### src/rtl/inv_sbox_serial.sv
// Byte-serial AES inverse S-box: captures a 128-bit state on start and
// substitutes one byte per clock (byte 0 first), pulsing done after byte 15.
module inv_sbox_serial (
  input  logic         clk,
  input  logic         rst,
  input  logic         start,
  input  logic [127:0] s_in,
  output logic         busy,
  output logic         done,
  output logic [127:0] s_o
);

  typedef enum logic {IDLE, RUN} state_t;

  state_t       state;
  logic [127:0] in_reg;
  logic [3:0]   cnt;

  // Inverse S-box row selected by the high nibble; the low nibble picks the
  // byte within the row, leftmost byte of each constant being column 0.
  function automatic logic [7:0] inv_byte(input logic [7:0] b);
    logic [127:0] row;
    logic [3:0]   idx;
    row = '0;
    case (b[7:4])
      4'h0: row = 128'h52096ad53036a538bf40a39e81f3d7fb;
      4'h1: row = 128'h7ce339829b2fff87348e4344c4dee9cb;
      4'h2: row = 128'h547b9432a6c2233dee4c950b42fac34e;
      4'h3: row = 128'h082ea16628d924b2765ba2496d8bd125;
      4'h4: row = 128'h72f8f66486689816d4a45ccc5d65b692;
      4'h5: row = 128'h6c704850fdedb9da5e154657a78d9d84;
      4'h6: row = 128'h90d8ab008cbcd30af7e45805b8b34506;
      4'h7: row = 128'hd02c1e8fca3f0f02c1afbd0301138a6b;
      4'h8: row = 128'h3a9111414f67dcea97f2cfcef0b4e673;
      4'h9: row = 128'h96ac7422e7ad3585e2f937e81c75df6e;
      4'ha: row = 128'h47f11a711d29c5896fb7620eaa18be1b;
      4'hb: row = 128'hfc563e4bc6d279209adbc0fe78cd5af4;
      4'hc: row = 128'h1fdda8338807c731b11210592780ec5f;
      4'hd: row = 128'h60517fa919b54a0d2de57a9f93c99cef;
      4'he: row = 128'ha0e03b4dae2af5b0c8ebbb3c83539961;
      4'hf: row = 128'h172b047eba77d626e169146355210c7d;
      default: row = '0;
    endcase
    idx = 4'd15 - b[3:0];
    return row[{idx, 3'b000} +: 8];
  endfunction

  always_ff @(posedge clk) begin
    if (rst) begin
      state  <= IDLE;
      in_reg <= '0;
      cnt    <= '0;
      s_o    <= '0;
      busy   <= 1'b0;
      done   <= 1'b0;
    end else begin
      done <= 1'b0;
      case (state)
        IDLE: begin
          if (start) begin
            in_reg <= s_in;
            cnt    <= '0;
            s_o    <= '0;
            busy   <= 1'b1;
            state  <= RUN;
          end
        end
        RUN: begin
          s_o[{cnt, 3'b000} +: 8] <= inv_byte(in_reg[{cnt, 3'b000} +: 8]);
          cnt <= cnt + 4'd1;
          // Last byte: cnt wraps naturally to 0 and the FSM returns to IDLE.
          if (cnt == 4'd15) begin
            busy  <= 1'b0;
            done  <= 1'b1;
            state <= IDLE;
          end
        end
        default: state <= IDLE;
      endcase
    end
  end

endmodule

### config.mk
export PLATFORM = sky130hd
export DESIGN_NAME = inv_sbox_serial
export DESIGN_NICKNAME = d
export VERILOG_FILES = /design/src/rtl/inv_sbox_serial.sv
export SDC_FILE = /design/constraint.sdc
export NUM_CORES = 1
export LEC_CHECK = 0
export ABC_CLOCK_PERIOD_IN_PS = 5200
export BUFFER_PORTS_ARGS = -buffer_cell sky130_fd_sc_hd__buf_2
export CAP_MARGIN = 10
export CELL_PAD_IN_SITES_DETAIL_PLACEMENT = 1
export CELL_PAD_IN_SITES_GLOBAL_PLACEMENT = 1
export CORE_ASPECT_RATIO = 0.9
export CORE_UTILIZATION = 35
export DETAILED_ROUTE_END_ITERATION = 16
export GPL_ROUTABILITY_DRIVEN = 1
export PLACE_DENSITY = 0.66
export SYNTH_ARGS = -nofsm -noshare
export SYNTH_HDL_FRONTEND = slang
export SYNTH_SLANG_ARGS = --single-unit
### constraint.sdc
create_clock -name clk -period 5.2 [get_ports clk]
set_input_delay 0.52 -clock clk [delete_from_list [all_inputs] [get_ports clk]]
set_output_delay 0.52 -clock clk [all_outputs]
set_load 0.005 [all_outputs]
Word level (Yosys, flattened, before mapping)
Memories as Yosys holds them, arrays and structs flattened. Cells that the tools add are included. W data, S select, Z words.

Memories kept: 1. Bits in read-only memories: 2048. Logic and storage cells: 35. Output and inout bits: 130. Flip-flop bits (word level): 263. Input port bits: 131.

Equal/unequal tests: 3. Mux-type cells: 14. Bitwise logic cells: 1. Add/subtract/negate cells: 3. Reduce and logical (&&, ||, !) cells: 3. Shift-type cells: 4.

Memory list: (name not given) (words 16, bits a word 128, rd ports 1, clocked after memory_dff 0, write ports 0, RTL line 25) `case (b[7:4])`.

Operators by type and width (count): $mux W128 (3); $pmux W128 S2 (1); $shiftx A128 B8 Y8 (2); $bwmux W128 (1); $shift A8 B9 Y128 const A (1); $shiftx A8 B9 Y128 (1); $neg A7 Y9 (1); $pmux W4 S2 (1); $mux W1 (5); $add A4 B1 Y4 const B (1); $eq A4 B4 Y1 const B (1); $mux W4 (1); $pmux W1 S2 (2); $reduce_and A2 Y1 (2); $sub A4 B4 Y4 const A (1); $ne A2 B1 Y1 const B (1); $ne A2 B2 Y1 const B (1); $reduce_or A2 Y1 (1); $not A1 Y1 (1).

Logic depth before layout (Yosys ltp)
Gate-level depths: netlist of the first run. An unclocked memory read counts as a cell.

Depth in word-level cells: 8. Depth in mapped cells: 20. Mapped depth without buffers: 15.

Least setup slack after synthesis of the first run
No wires, ideal clock.

Path kind: register -> register. Start point: register cnt[1]. End point: register s_o[12]. Path slack: 857 ps. Cell stages (with the launch flop): 20. Buffers on the path: 5. Setup time: 84 ps. Data arrival time: 4259 ps. Cell sequence: dfxtp_1 buf_6 buf_6 buf_2 and2b_1 a22oi_1 a21bo_2 nand2_1 clkinv_1 ha_1 clkbuf_1 and2_1 a22oi_1 and3_1 a221oi_1 a311o_1 a31oi_1 nor3_2 buf_4 o31ai_2.

Longest elaborated chain between the ends: 8.

RTL lines: start: declaration (RTL line 17) `logic [3:0] cnt;`; start signal: assignment (RTL line 70) `cnt <= cnt + 4'd1;`; $shiftx A128 B8 Y8 (RTL line 69) `s_o[{cnt, 3'b000} +: 8] <= inv_byte(in_reg[{cnt, 3'b000} +: 8]);`; $mem_v2 Z16 W128; $mux W128 (RTL line 58) `case (state)`; $mux W128 (RTL line 49) `if (rst) begin`; $shiftx A128 B8 Y8 (RTL line 45) `return row[{idx, 3'b000} +: 8];`; $shiftx A8 B9 Y128 (RTL line 69); $bwmux W128 (*) (RTL line 69); $pmux W128 S2 (*) (RTL line 58); end signal: indexed assignment (RTL line 69); end: declaration (RTL line 10) `output logic [127:0] s_o`.

Mark *: on every way between the ends. The rest lies on a longest branch, timed or not. The select of a mux whose other input is x is not followed. A chain may end at the register's enable or synchronous reset.

Final worst setup path of the first run
Start point: register cnt[1]. End point: register s_o[17].

Same word-level chain as after synthesis.

==> results.tsv, run 1 <==
stage	metric	value	unit
run_status	status	completed	
setup_path	CP peak stage delay	0.87	ns
detailed_routing	Post-route DRC	0	
setup_path	reg2reg start	cnt[1]$_SDFFE_PP0P_	
layout	register area	5270	µm²
setup_path	delay-heaviest family, CP	compound AO/OA/AOI/OAI gates	
sta	Hold Slack	0.177	ns
layout	Area Overhead vs Synth	22.1	%
setup_path	CP Launch Type	register	
logic_synthesis	Yosys top cell area share	0.369	
pwr	P per Cell Area	335	nW/µm²
detailed_routing	met2 wire length	30.9	mm
logic_synthesis	area leader, netlist	dfxtp_1	
placed_design	GP Congestion	1.03	
clocking	Reg clk slew, reported paths	0.06	ns
detailed_routing	DRT Pass-1 Iters	5	
logic_synthesis	Async SR Flop Fraction	0	
clocking	Worst-Skew Late Latency	0.58	ns
sta	Max Fclk	200	MHz
die	die area	41600	µm²
layout	NumNets Final	2139	
die	Die Span X	215	µm
setup_path	critical path endpoint category	register	
logic_synthesis	Synth Net Count	1888	
logic_synthesis	Cell variety after synth	94	
logic_synthesis	top post-synthesis cells by area	dfxtp_1 (37%), nand2_1 (10%), a21oi_1 (7.0%), a22o_1 (4.2%), mux4_2 (3.6%)	
worst_hold_path	hold depth	3	
worst_hold_path	Worst Hold Path EP	in_reg[56]$_SDFFE_PP0P_	
sta	Slew @ Worst Pin	1.28	ns
layout	footprint of the multi-input gates	8200	µm²
clocking	Hold-fix buffers, CTS	0	
global_route	antenna violations before repair	1	
detailed_routing	DR iter-0 viols	1416	
global_route	pin count of the biggest net entering global routing	97	
logic_synthesis	Mapped Cells	1734	
clocking	clk root buf	clkbuf_16	
global_route	global-route wire length before repair	103	mm
logic_synthesis	Syn. warnings	0	
sta	Slew Viols, Final	0	
die	I/O Pins	261	
setup_path	reg2reg path depth	11	
pwr	P_leak	0.00695	µW
setup_path	Crit Path Category	reg -> reg	
die	Rows	69	
setup_path	critical path, cell by cell	buf_4, mux4_2, mux2i_1, nand2_1, a21oi_1, o21ai_0, o22ai_1, o311ai_0, nor4_2, buf_4, o21ai_0	
clocking	TritonCTS clock tree	done	
detailed_routing	top sig layer	met4	
detailed_routing	WL met1	30.6	mm
sta	clk_skew	0.0324	ns
die	Initial Utilization	0.359	
layout	Post-Layout Cell Count	2538	
setup_path	CP max stage cell	a21oi_1	
sta	RSZ-0062 raised after global routing	no	
setup_path	Max FO, Critical Path	18	
layout	fraction of layout cells with a size suffix above 1	0.251	
sta	Setup TNS	0	ns
logic_synthesis	mapped cell area	14300	µm²
setup_path	R2R setup slack	0.19	ns
detailed_routing	Vias/cell	6.11	
detailed_routing	Post-DRT Antenna Nets	0	
setup_path	WP buf/inv	2	
detailed_routing	Routed wire per std cell	27.3	µm
setup_path	Crit path depth	11	
die	die height	194	µm
detailed_routing	metal3 WL	5.75	mm
pwr	VDD IR max	0.000230	V
worst_hold_path	hold_sp	s_in[56]	
logic_synthesis	Avg Inst Size Synth	8.23	µm²
clocking	worst-case clock buffer depth	3	
logic_synthesis	Main synth FF type	dfxtp_1	
sta	Setup violations, final	0	
global_route	vias in the first global route	15700	
sta	Final Hold Fails	0	
layout	Antenna Cells	0	
setup_path	r2r endpoint	s_o[17]$_SDFFE_PP0P_	
setup_path	Crit path required time	5.63	ns
die	Core Area	39800	µm²
detailed_routing	final WL	69.3	mm
placed_design	Post-DP HPWL	51.0	mm
detailed_routing	Vias	15500	
flow_run	max-cap viol count	0	
layout	fillers	4881	
global_route	Overall Global Routing Usage	0.325	
global_route	gr ovfl total	0	
placed_design	buffers added on ports	260	
logic_synthesis	FF+latch count, synth	263	
setup_path	CP arrival	5.44	ns
clocking	Max H-tree Level	1	
logic_synthesis	number of enable flip-flop cells after synthesis	0	
logic_synthesis	Seq/Total Area, Yosys	0.369	
sta	Final Critical Period	5.01	ns
sta	Slew HR	0.144	
worst_hold_path	HP Class	in -> reg	
placed_design	placed cells	2487	
clocking	Clock Sink Count	263	
sta	crit share post-route	0.963	
clocking	total CTS buffers	28	
through the flow:
step                area, µm²   util  power, µW  setup slack (ns)
finish                  17400  0.438       5840             0.194
global route            17400  0.438       6030            0.0439
CTS                     17400  0.438       5820             0.353
detailed placement      16400  0.413       3720             0.405
global placement        16400  0.413       3730             0.247
floorplan               14300      -       3020             0.857
tightest hold or removal path, stage by stage:
cell and delay (ns):
buf_2 0.09, nand2_1 0.04, a21oi_1 0.05
worst max path at each step:
stage | from | end | slack [ns]
4_1_cts | cnt[0]$_SDFFE_PP0P_ | s_o[1]$_SDFFE_PP0P_ | 0.35
3_3_place_gp | cnt[1]$_SDFFE_PP0P_ | s_o[41]$_SDFFE_PP0P_ | 0.25
6_report | cnt[1]$_SDFFE_PP0P_ | s_o[17]$_SDFFE_PP0P_ | 0.19
3_5_place_dp | cnt[1]$_SDFFE_PP0P_ | s_o[33]$_SDFFE_PP0P_ | 0.40
2_1_floorplan | cnt[1]$_SDFFE_PP0P_ | s_o[12]$_SDFFE_PP0P_ | 0.86
5_1_grt | cnt[0]$_SDFFE_PP0P_ | s_o[124]$_SDFFE_PP0P_ | 0.04
cell usage after synthesis (all sizes together), types with 23 or more instances:
master / count
a21oi: 201
a22o: 69
a22oi: 23
buf: 74
clkbuf: 77
dfxtp: 263
ha: 23
mux2i: 29
mux4: 23
nand2: 385
nand3: 33
nor2: 71
nor3: 37
o211ai: 39
o21ai: 92
o31ai: 26
layer usage:
metal	vias to the layer above	global-route usage
met2	746	0.510
met4	0	0.0955
met5	-	0
li1	6891	-
met1	7731	0.451
met3	131	0.0632
cells by family (layout without fill, tap and decap cells):
group	Yosys count	after routing	synth area share
AOI/OAI and AO/OA	622	622	0.305
and+or+nand+nor	603	603	0.183
DFF	263	263	0.369
buffers and inverters	163	435	0.0577
muxes	56	56	0.0623
adders and majority gates	23	23	0.0202
xor gates and xnor gates	4	4	0.00246
area by class of cell:
cell class	count	share of cell area
well taps	532	0.0382
inverters	12	0.00258
repair buffers	372	0.130
clock inverters	15	0.0109
flip-flops and latches	263	0.302
clock buffers	36	0.0454
multi-input cells	1308	0.471
layout by cell type, fill, tap and decap left out, types with 13 or more instances in the layout:
master,count
a211oi_1,20
a21oi_1,199
a22o_1,69
a22oi_1,23
a31oi_1,20
a32o_1,17
and3_1,13
buf_2,259
buf_4,103
clkbuf_16,28
dfxtp_1,261
ha_1,23
mux2i_1,25
mux4_2,23
nand2_1,383
nand3_1,31
nor2_1,70
nor3_1,34
o211ai_1,39
o21ai_0,81
o31ai_1,15
repair_timing:
item	CTS	global route
setup buffers	0	0
setup endpoints to repair	0	1
resized for setup	0	1
report_power, final:
group | internal, µW | switching, µW | leakage [µW]
sequential | 2080 | 46.7 | 0.00214
clock | 1230 | 877 | 0.000482
combinational | 516 | 1090 | 0.00433
total | 3830 | 2010 | 0.00695
Note: power is estimated with default switching activity, not from simulation.
==> inputs of run 2 (changes only) <==
Settings changed: CORE_MARGIN set to 10.
==> run 2 against run 1 <==
Non-clock buffer count grew 6. Sequential cell count is the same. Via count shrank 0.30%. Worst setup slack gained 0.074 ns. Sequential share of layout area shrank 0.16 points. Hold slack gained 0.029 ns. Largest cell class unchanged. Largest power group unchanged.
==> results.tsv, run 2 (synthesized netlist as in run 1, its figures left out) <==
stage	metric	value	unit
global_route	pin count of the biggest net entering global routing	99	
clocking	Hold-fix buffers, CTS	0	
setup_path	CP Launch Type	register	
flow_run	max-cap viol count	0	
die	die height	212	µm
layout	Post-Layout Cell Count	2552	
worst_hold_path	HP Class	in -> reg	
layout	commonest non-fill, non-tap cells in the layout	nand2_1 (383), dfxtp_1 (261), buf_2 (259)	
sta	Slew Viols, Final	0	
run_status	status	completed	
pwr	P per Cell Area	330	nW/µm²
detailed_routing	Routed wire per std cell	28.2	µm
layout	fraction of layout cells with a size suffix above 1	0.251	
clocking	Reg clk slew, reported paths	0.06	ns
clocking	worst-case clock buffer depth	3	
sta	Hold Slack	0.206	ns
setup_path	CP arrival	5.40	ns
clocking	clk root buf	clkbuf_16	
die	I/O Pins	261	
sta	Slew HR	0.216	
sta	crit share post-route	0.948	
clocking	Worst-Skew Late Latency	0.56	ns
clocking	buffer count from post-CTS setup fixing	0	
clocking	total CTS buffers	29	
global_route	vias in the first global route	15800	
sta	Max Fclk	203	MHz
layout	NumNets Final	2146	
die	Initial Utilization	0.353	
sta	Setup violations, final	0	
sta	smallest setup slack after layout	0.268	ns
clocking	TritonCTS clock tree	done	
detailed_routing	Vias	15500	
die	die area	49300	µm²
setup_path	Max FO, Critical Path	27	
detailed_routing	Post-route DRC	0	
global_route	gr ovfl total	0	
die	Die Span X	233	µm
detailed_routing	Vias/cell	6.06	
detailed_routing	final WL	71.9	mm
setup_path	Crit path required time	5.67	ns
placed_design	Place WS	0.329	ns
detailed_routing	DRT Pass-1 Iters	5	
placed_design	buffers added on ports	260	
sta	Final Hold Fails	0	
sta	clk_skew	0.0221	ns
sta	Slew @ Worst Pin	1.17	ns
detailed_routing	Post-DRT Antenna Nets	0	
clocking	Max H-tree Level	1	
clocking	Clock Sink Count	263	
placed_design	Post-DP HPWL	53.4	mm
layout	Area Overhead vs Synth	22.8	%
detailed_routing	DR iter-0 viols	1359	
sta	Setup TNS	0	ns
global_route	Overall Global Routing Usage	0.280	
pwr	VDD IR max	0.000252	V
die	Core Area	40500	µm²
placed_design	placed cells	2501	
placed_design	GP Congestion	1.05	
sta	RSZ-0062 raised after global routing	no	
sta	Final Critical Period	4.93	ns
setup_path	critical path endpoint category	register	
layout	leading cell type in the layout, fill and taps excluded	nand2_1	
global_route	global-route wire length before repair	106	mm
global_route	antenna violations before repair	2	
setup_path	Crit Path Category	reg -> reg	
die	Rows	70	
clocking	post-cts repair resize count	0	
pwr	P_leak	0.00699	µW
## run 2: layout make-up
| type | count | area (µm²) |
|---|---|---|
| Clock buffer | 41 | 831 |
| Multi-Input combinational cell | 1308 | 8200 |
| Timing Repair Buffer | 378 | 2390 |
| Fill cell | 4932 | 22900 |
| Antenna cell | 1 | 2.50 |
| Inverter | 12 | 45.0 |
| Sequential cell | 263 | 5270 |
| Tap cell | 540 | 676 |
| Clock inverter | 9 | 111 |
## run 2: per-stage QoR
step / power, µW / utilization / area, µm²
global placement: 3740 / 0.410 / 16600
detailed placement: 3730 / 0.410 / 16600
global route: 5980 / 0.433 / 17500
CTS: 5770 / 0.433 / 17500
floorplan: 3020 / - / 14300
finish: 5780 / 0.433 / 17500
## run 2: layer usage
| layer | GRT usage | vias to the layer above | share of wire |
|---|---|---|---|
| met4 | 0.104 | 2 | 0.039 |
| met2 | 0.442 | 659 | 0.45 |
| met1 | 0.374 | 7729 | 0.44 |
| li1 | - | 6912 | - |
| met5 | 0 | - | 0.00015 |
| met3 | 0.0522 | 151 | 0.072 |
## run 2: final timing paths
check | startpoint | endpoint | slack (ns) | cells after the start
setup / recovery | cnt[2]$_SDFFE_PP0P_ | s_o[92]$_SDFFE_PP0P_ | 0.27 | 15
hold / removal | s_in[2] | in_reg[2]$_SDFFE_PP0P_ | 0.21 | 3
setup reg to reg | cnt[2]$_SDFFE_PP0P_ | s_o[92]$_SDFFE_PP0P_ | 0.27 | 15
hold reg to reg | in_reg[119]$_SDFFE_PP0P_ | in_reg[119]$_SDFFE_PP0P_ | 0.45 | 2
## run 2: where the power goes
| part | internal, µW | switching, µW | total, µW |
|---|---|---|---|
| Clock | 1210 | 843 | 2050 |
| Sequential | 2080 | 47.3 | 2130 |
| Combinational | 522 | 1090 | 1610 |
| Total | 3810 | 1970 | 5780 |
## run 2: critical path, stage by stage, from the launching register on
cell	delay, ns
dfxtp_2	0.54
buf_12	0.25
mux2i_1	0.30
a22oi_1	0.19
a21bo_2	0.31
nand2_1	0.10
buf_4	0.29
ha_1	0.35
inv_1	0.57
nor3_1	0.28
or2_2	0.37
a31oi_1	0.25
nor4b_2	0.47
nor3_2	0.12
buf_12	0.18
o31ai_1	0.25
==> inputs of run 3 (changes only) <==
Settings changed: PLACE_DENSITY 0.66 to unset, PLACE_DENSITY_LB_ADDON set to 0.1.
==> run 3 against run 2 <==
Global-route usage fell by 0.18 points. Critical path depth did not move. Clock skew rose by 0.00073 ns. Total power fell by 0.36%. Sequential cell count did not move. Utilization fell by 0.099 points. Worst setup slack improved by 0.050 ns. Die area did not move. Final area fell by 0.23%. First-iteration DRC count rose by 7.9%. Register-to-register slack improved by 0.05 ns. Largest cell class unchanged. Largest power group unchanged.
==> results.tsv, run 3 (synthesized netlist as in run 1, its figures left out) <==
stage	metric	value	unit
run_status	status	completed	
layout	fraction of layout cells with a size suffix above 1	0.250	
detailed_routing	Post-DRT Antenna Nets	0	
sta	crit share post-route	0.939	
clocking	Reg clk slew, reported paths	0.08	ns
clocking	buffer count from post-CTS setup fixing	0	
detailed_routing	DR iter-0 viols	1467	
sta	RSZ-0062 raised after global routing	no	
clocking	total CTS buffers	27	
clocking	clk root buf	clkbuf_16	
placed_design	GP Congestion	1.07	
pwr	total power	5760	µW
global_route	Overall Global Routing Usage	0.279	
detailed_routing	DRT Pass-1 Iters	7	
sta	Final Hold Fails	0	
placed_design	Post-DP HPWL	53.5	mm
die	Core Area	40500	µm²
pwr	VDD IR max	0.000261	V
clocking	Max H-tree Level	1	
sta	Max Fclk	205	MHz
layout	Final Core Density	0.432	
clocking	Hold-fix buffers, CTS	0	
layout	leading cell type in the layout, fill and taps excluded	nand2_1	
setup_path	Max FO, Critical Path	21	
die	I/O Pins	261	
sta	smallest setup slack after layout	0.318	ns
clocking	Clock Sink Count	263	
sta	Slew @ Worst Pin	1.18	ns
placed_design	buffers added on ports	260	
die	die area	49300	µm²
setup_path	Crit path required time	5.62	ns
sta	Setup violations, final	0	
pwr	P per Cell Area	330	nW/µm²
flow_run	max-cap viol count	0	
sta	Slew HR	0.208	
clocking	post-cts repair resize count	0	
global_route	antenna violations before repair	1	
layout	Area Overhead vs Synth	22.5	%
setup_path	critical path endpoint category	register	
clocking	worst-case clock buffer depth	3	
sta	Slew Viols, Final	0	
die	die height	212	µm
detailed_routing	Vias/cell	6.01	
detailed_routing	final WL	71.6	mm
pwr	P_leak	0.00698	µW
die	Rows	70	
layout	commonest non-fill, non-tap cells in the layout	nand2_1 (383), dfxtp_1 (261), buf_2 (259)	
worst_hold_path	HP Class	in -> reg	
sta	Final Critical Period	4.88	ns
global_route	pin count of the biggest net entering global routing	133	
clocking	TritonCTS clock tree	done	
die	Die Span X	233	µm
detailed_routing	Post-route DRC	0	
global_route	gr ovfl total	0	
sta	Setup TNS	0	ns
sta	Hold Slack	0.196	ns
layout	NumNets Final	2149	
setup_path	Crit Path Category	reg -> reg	
detailed_routing	Routed wire per std cell	28.0	µm
setup_path	CP Launch Type	register	
global_route	vias in the first global route	15900	
clocking	Worst-Skew Late Latency	0.56	ns
setup_path	CP arrival	5.30	ns
sta	clk_skew	0.0228	ns
detailed_routing	Vias	15300	
global_route	global-route wire length before repair	105	mm
die	Initial Utilization	0.353	
placed_design	Place WS	0.364	ns
run 3: through the flow:
stage | cell area [µm²] | instances
6_report | 17500 | 2552
5_1_grt | 17500 | 2551
4_1_cts | 17500 | 2551
3_5_place_dp | 16600 | 2506
3_3_place_gp | 16600 | 2505
2_1_floorplan | 14300 | 1734
run 3: area by class of cell:
class	count	area, µm²
sequential	263	5270
tap	540	676
timing repair buffer	383	2400
fill	4951	23000
clock buffer	40	785
multi-input combinational	1308	8210
clock inverter	5	100
antenna	1	2.50
inverter	12	45.0
run 3: worst max-delay path: stages (launching register included):
cell and delay [ns]:
dfxtp_2 0.77, nor2_1 0.21, a22oi_1 0.35, a21o_1 0.28
nand2_1 0.14, clkinv_1 0.10, buf_4 0.20, ha_1 0.52
inv_1 0.31, a21oi_1 0.28, nor3_1 0.12, o211ai_1 0.28
o311ai_0 0.26, nor4_2 0.55, buf_12 0.24, o21ai_0 0.11
run 3: worst paths after layout:
kind                                               from                 endpoint  slack (ns)  cells after the start
worst max-delay path                cnt[1]$_SDFFE_PP0P_     s_o[33]$_SDFFE_PP0P_        0.32                     15
worst min-delay path                           s_in[15]  in_reg[15]$_SDFFE_PP0P_        0.20                      3
worst max register to register      cnt[1]$_SDFFE_PP0P_     s_o[33]$_SDFFE_PP0P_        0.32                     15
worst min register to register  in_reg[72]$_SDFFE_PP0P_  in_reg[72]$_SDFFE_PP0P_        0.45                      2
run 3: power by group:
group | internal, µW | switching (µW) | leakage [µW]
Combinational | 537 | 1100 | 0.00440
Clock | 1180 | 817 | 0.000434
Sequential | 2080 | 50.8 | 0.00214
Total | 3800 | 1970 | 0.00698
run 3: per-layer routing:
metal,share of wire,track usage,vias to the layer above
met5,0,0,-
met4,0.036,0.0998,0
met3,0.079,0.0594,137
met2,0.45,0.437,700
met1,0.44,0.370,7590
li1,-,-,6916
